`src/rtl/y_event_pkg.sv`:
```
// y_event_pkg: state type and default sizing shared by the y event counter.
// Imported by y_sync_edge and y_event_counter.
package y_event_pkg;

   typedef enum logic [1:0] {
      ST_IDLE   = 2'd0,
      ST_COUNT  = 2'd1,
      ST_REPORT = 2'd2
   } y_event_state_t;

   localparam int unsigned Y_EVENT_WINDOW_DEF = 16;
   localparam int unsigned Y_EVENT_CNT_W_DEF  = 8;

   // timer must hold WINDOW-1; a one-cycle window still needs one bit
   function automatic int unsigned timer_width(int unsigned win);
      return (win > 1) ? $clog2(win) : 1;
   endfunction

endpackage

```
`src/rtl/y_sync_edge.sv`:
```
// y_sync_edge: optional two-flop input synchronizer, one-cycle delay y_d and
// rising-edge pulse. Y_EVENT_SYNC_EN selects the synchronized input path.
module y_sync_edge
   import y_event_pkg::*;
(
   input  logic clk,
   input  logic rst,
   input  logic y_i,
   output logic edge_o
);

   logic y_s;
   logic y_d_q;

`ifdef Y_EVENT_SYNC_EN
   logic [1:0] sync_q;

   // two-flop synchronizer; y_s is the second stage
   always_ff @(posedge clk) begin
      if (rst) begin
         sync_q <= '0;
      end else begin
         sync_q <= {sync_q[0], y_i};
      end
   end

   assign y_s = sync_q[1];
`else
   assign y_s = y_i;
`endif

   // previous sample; runs in every FSM state so a pre-window high is no edge
   always_ff @(posedge clk) begin
      if (rst) begin
         y_d_q <= 1'b0;
      end else begin
         y_d_q <= y_s;
      end
   end

   assign edge_o = y_s & ~y_d_q;

endmodule

```
`src/rtl/y_event_counter.sv`:
```
// y_event_counter: counts rising edges of y over a WINDOW-cycle window and
// reports the count on a valid/ready port. Input sync via Y_EVENT_SYNC_EN.
module y_event_counter
   import y_event_pkg::*;
#(
   parameter int unsigned WINDOW = Y_EVENT_WINDOW_DEF,
   parameter int unsigned CNT_W  = Y_EVENT_CNT_W_DEF
) (
   input  logic             clk,
   input  logic             rst,
   input  logic             y_in,
   input  logic             start,
   output logic             busy,
   output logic [CNT_W-1:0] cnt_out,
   output logic             cnt_valid,
   input  logic             cnt_ready,
   output logic             ovf
);

   localparam int unsigned      TW       = timer_width(WINDOW);
   localparam logic [TW-1:0]    TMR_LOAD = TW'(WINDOW - 1);
   localparam logic [CNT_W-1:0] CNT_MAX  = '1;

   y_event_state_t   state_q, state_d;
   logic [TW-1:0]    tmr_q, tmr_d;
   logic [CNT_W-1:0] cnt_q, cnt_d;
   logic             ovf_q, ovf_d;
   logic             y_edge;

   y_sync_edge u_sync (
      .clk    (clk),
      .rst    (rst),
      .y_i    (y_in),
      .edge_o (y_edge)
   );

   // state, window timer, count and sticky overflow registers
   always_ff @(posedge clk) begin
      if (rst) begin
         state_q <= ST_IDLE;
         tmr_q   <= '0;
         cnt_q   <= '0;
         ovf_q   <= 1'b0;
      end else begin
         state_q <= state_d;
         tmr_q   <= tmr_d;
         cnt_q   <= cnt_d;
         ovf_q   <= ovf_d;
      end
   end

   // next state, timer countdown and saturating edge count
   always_comb begin
      state_d = state_q;
      tmr_d   = tmr_q;
      cnt_d   = cnt_q;
      ovf_d   = ovf_q;
      unique case (state_q)
         ST_IDLE: begin
            if (start) begin
               state_d = ST_COUNT;
               tmr_d   = TMR_LOAD;
               cnt_d   = '0;
               ovf_d   = 1'b0;
            end
         end
         ST_COUNT: begin
            if (y_edge) begin
               if (cnt_q == CNT_MAX) begin
                  ovf_d = 1'b1;
               end else begin
                  cnt_d = cnt_q + 1'b1;
               end
            end
            tmr_d = tmr_q - 1'b1;
            if (tmr_q == '0) begin
               state_d = ST_REPORT;
            end
         end
         ST_REPORT: begin
            if (cnt_ready) begin
               state_d = ST_IDLE;
            end
         end
         default: begin
            state_d = ST_IDLE;
         end
      endcase
   end

   assign busy      = (state_q != ST_IDLE);
   assign cnt_valid = (state_q == ST_REPORT);
   assign cnt_out   = cnt_q;
   assign ovf       = ovf_q;

endmodule

```
`config.mk`:
```
export PLATFORM = sky130hd
export DESIGN_NAME = y_event_counter
export DESIGN_NICKNAME = d
export VERILOG_FILES = /design/src/rtl/y_event_pkg.sv /design/src/rtl/y_sync_edge.sv /design/src/rtl/y_event_counter.sv
export SDC_FILE = /design/constraint.sdc
export NUM_CORES = 1
export LEC_CHECK = 0
export ABC_AREA = 1
export ABC_CLOCK_PERIOD_IN_PS = 1200
export BUFFER_PORTS_ARGS = -buffer_cell sky130_fd_sc_hd__buf_2
export CELL_PAD_IN_SITES_DETAIL_PLACEMENT = 2
export CELL_PAD_IN_SITES_GLOBAL_PLACEMENT = 2
export CORE_UTILIZATION = 27
export DETAILED_ROUTE_END_ITERATION = 6
export PLACE_DENSITY_LB_ADDON = 0.1
export SYNTH_ARGS = -nofsm -noshare
export SYNTH_HDL_FRONTEND = slang
export SYNTH_HIERARCHICAL = 1
export SYNTH_SLANG_ARGS = --single-unit
```
`constraint.sdc`:
```
create_clock -name clk -period 1.2 [get_ports clk]
set_input_delay 0.06 -clock clk [delete_from_list [all_inputs] [get_ports clk]]
set_output_delay 0.06 -clock clk [all_outputs]
set_load 0.005 [all_outputs]
```
==> metrics.txt <==
DR WL/cell 14.62 um; Req. time, crit path 1.40 ns; Die X 59.88 um; Die H 59.88 um; TNS Setup -0.3424 ns; Setup crit end kind flop; Post-synth EDFFs 0; Yosys cell types 25; GPL Wtd Cong 0.7513; Slew @ Worst Pin 0.2275 ns; hpwl dp 2168 um; Synth-to-Final Area Change 38.87%; final setup vio count 8; first-pass GRT wire length 4885 um; Area contributors post-synth dfxtp_1 35%, nand2_1 8.3%, inv_1 7.5%; P_leak 0.0005718 uW; Gate Count Post-Synth 127; Worst slew margin 0.8481; Ant. Diodes 0; H-tree levels 1; vias per std cell 4.782; Die Area 3586 um^2; initial core utilization 0.2892; RSZ-0062 raised after global routing true; Worst Path Buf+Inv 0; Most used DFF post-synth dfxtp_1; DR pass1 iterations 4; min-delay src cnt_ready; pre-CTS WS -0.08610 ns; Num Clock Sinks 16; via count 966; yosys warns 6; worst reg-to-reg path cell count 8; clock-pin slew on the worst setup and hold paths 0.11 ns; synthesis-stage register bit count 16; CP cell instances ha_4, nand2_4, nor2_4, nand2_4, nand2_8, nand2_8, a21oi_2, nor2_1; Crit Path Max Fanout 6; clock tree from TritonCTS built; Fin. Hold Viols 0; initial antenna violation count 0; WHS Endpoint state_q[1]; status finished, violations left; worst r2r dst cnt_out[7]; skew final 0.002819 ns; final net count 166; Mapped Nets 134; drt first-iter violations 19; register area 326.6 um^2; Core ar. 3128 um^2; synth cell count leaders 20 x nand2_1, 18 x inv_1, 16 x dfxtp_1, 15 x nor2_1; vias in the first global route 969; Fmax 0.7836 GHz; Post-DRT Antenna Nets 0; most frequent cell after synthesis nand2_1; maximum number of pins on one net before global-route repair 12; Slew Viols, Final 0; Hold/Removal Path Class in -> reg; WP data arrival 1.48 ns; critical path class reg -> reg; share of layout cells above drive strength 1 0.4177; Power, Total 1267 uW; Final WS setup -0.07619 ns; # DRC 0; RR Startpoint cnt_out[1]; IO Port Bufs 15; Std-Cell Rows 20; clock root cell clkbuf_4; cts bufs inserted 3; maxcap violations 0; Max clock buf depth 2; multi-input logic area 584.3 um^2; failing checks negative setup slack; Yosys top cell area share 0.3541; Synth area leader dfxtp_1; slowest CP cell dfxtp_2; Hold Path Stages 4; Startpoint Class flop; GRT overflow 0; Final period util 1.063; Netlist Area Pre-Place 904.6 um^2; WL final 2954 um; crit-path max cell delay 0.38 ns; Async S/R FF share, synth 0; CP top delay family simple AND/OR/NAND/NOR gates; worst hold slack 0.01830 ns; clk_lat worst skew 0.29 ns; fin crit period 1.276 ns; Pwr per Cell Area 1008 nW/um^2; total track usage 0.1865; VDD IR max 0.0004436 V; r2r setup slk -0.08 ns; syn_area_per_cell 7.123 um^2; Ports 16; sequential fraction of the synthesis area 0.3541; FILL cells 383
metal layers:
| layer | part of all wire | vias up | GRT usage |
|---|---|---|---|
| met4 | 0.0064 | 0 | 0.04983 |
| met3 | 0.015 | 2 | 0.01948 |
| met1 | 0.50 | 480 | 0.2490 |
| li1 | - | 473 | - |
| met5 | 0 | - | 0 |
| met2 | 0.48 | 11 | 0.3175 |
layout make-up:
cell class	count	area share
Clock buffer	4	0.02888
Inverter	21	0.06275
Multi-Input combinational cell	89	0.4651
Sequential cell	16	0.2600
Tap cell	44	0.04382
Timing Repair Buffer	28	0.1394
through the flow:
step           utilization  std cells  instance area [um^2]
2_1_floorplan            -        127                 919.6
3_3_place_gp        0.3568        194                  1116
3_5_place_dp        0.3568        194                  1116
4_1_cts             0.3908        201                  1222
5_1_grt             0.4016        202                  1256
6_report            0.4016        202                  1256
layout by cell type (no fill, tap or decap), drive strengths merged:
cell / n
a21oi: 12
a221oi: 1
a31oi: 2
buf: 27
clkbuf: 4
dfxtp: 16
dlygate4sd3: 1
ha: 2
inv: 21
nand2: 27
nand3: 13
nand4: 2
nor2: 20
nor3: 1
nor3b: 1
o21ai: 7
o21bai: 1
power breakdown:
group          switching, uW  internal, uW  leakage [uW]  total (uW)
sequential              19.3           563      0.000133         582
clock                    200           185     0.0000210         385
combinational            193           106      0.000418         300
registers in the layout (all words and copies together), names as in the netlist:
name	count
cnt_out	8
ovf	1
u_sync/y_d_q	1
tmr_q	4
state_q	2
timing repair:
action / 4_1_cts / 5_1_grt
hold endpoints to repair: 1 / 0
hold buffers: 1 / 0
endpoints found under the setup margin: 9 / 11
buffers inserted: 1 / 1
gates cloned: 1 / 0
pin swaps: 11 / 6
gates resized for setup: 13 / 8
worst register-to-register path, cell delays in order (launching register included):
cell	delay, ns
dfxtp_2	0.38
ha_4	0.15
nand2_4	0.06
nor2_4	0.12
nand2_4	0.11
nand2_8	0.12
nand2_8	0.07
a21oi_2	0.12
nor2_1	0.05
worst max path at each step:
stage | startpoint | to | cells after the start
after floorplan | cnt_out[0] | cnt_out[7] | 8
after global placement | cnt_out[0] | cnt_out[7] | 8
after detailed placement | cnt_out[0] | cnt_out[7] | 8
after CTS | cnt_out[1] | cnt_out[7] | 8
after global routing | cnt_out[1] | cnt_out[7] | 9
final | cnt_out[1] | cnt_out[7] | 8
kinds of logic (layout without fill, tap and decap cells):
| group | after synthesis | count (layout) | synth area share |
|---|---|---|---|
| compound gates | 23 | 23 | 0.1411 |
| fa+ha+maj | 2 | 2 | 0.02766 |
| buf+inv | 23 | 53 | 0.09680 |
| flops | 16 | 16 | 0.3541 |
| simple gates | 63 | 64 | 0.3803 |
No activity file was read; power rests on OpenSTA's default activity.
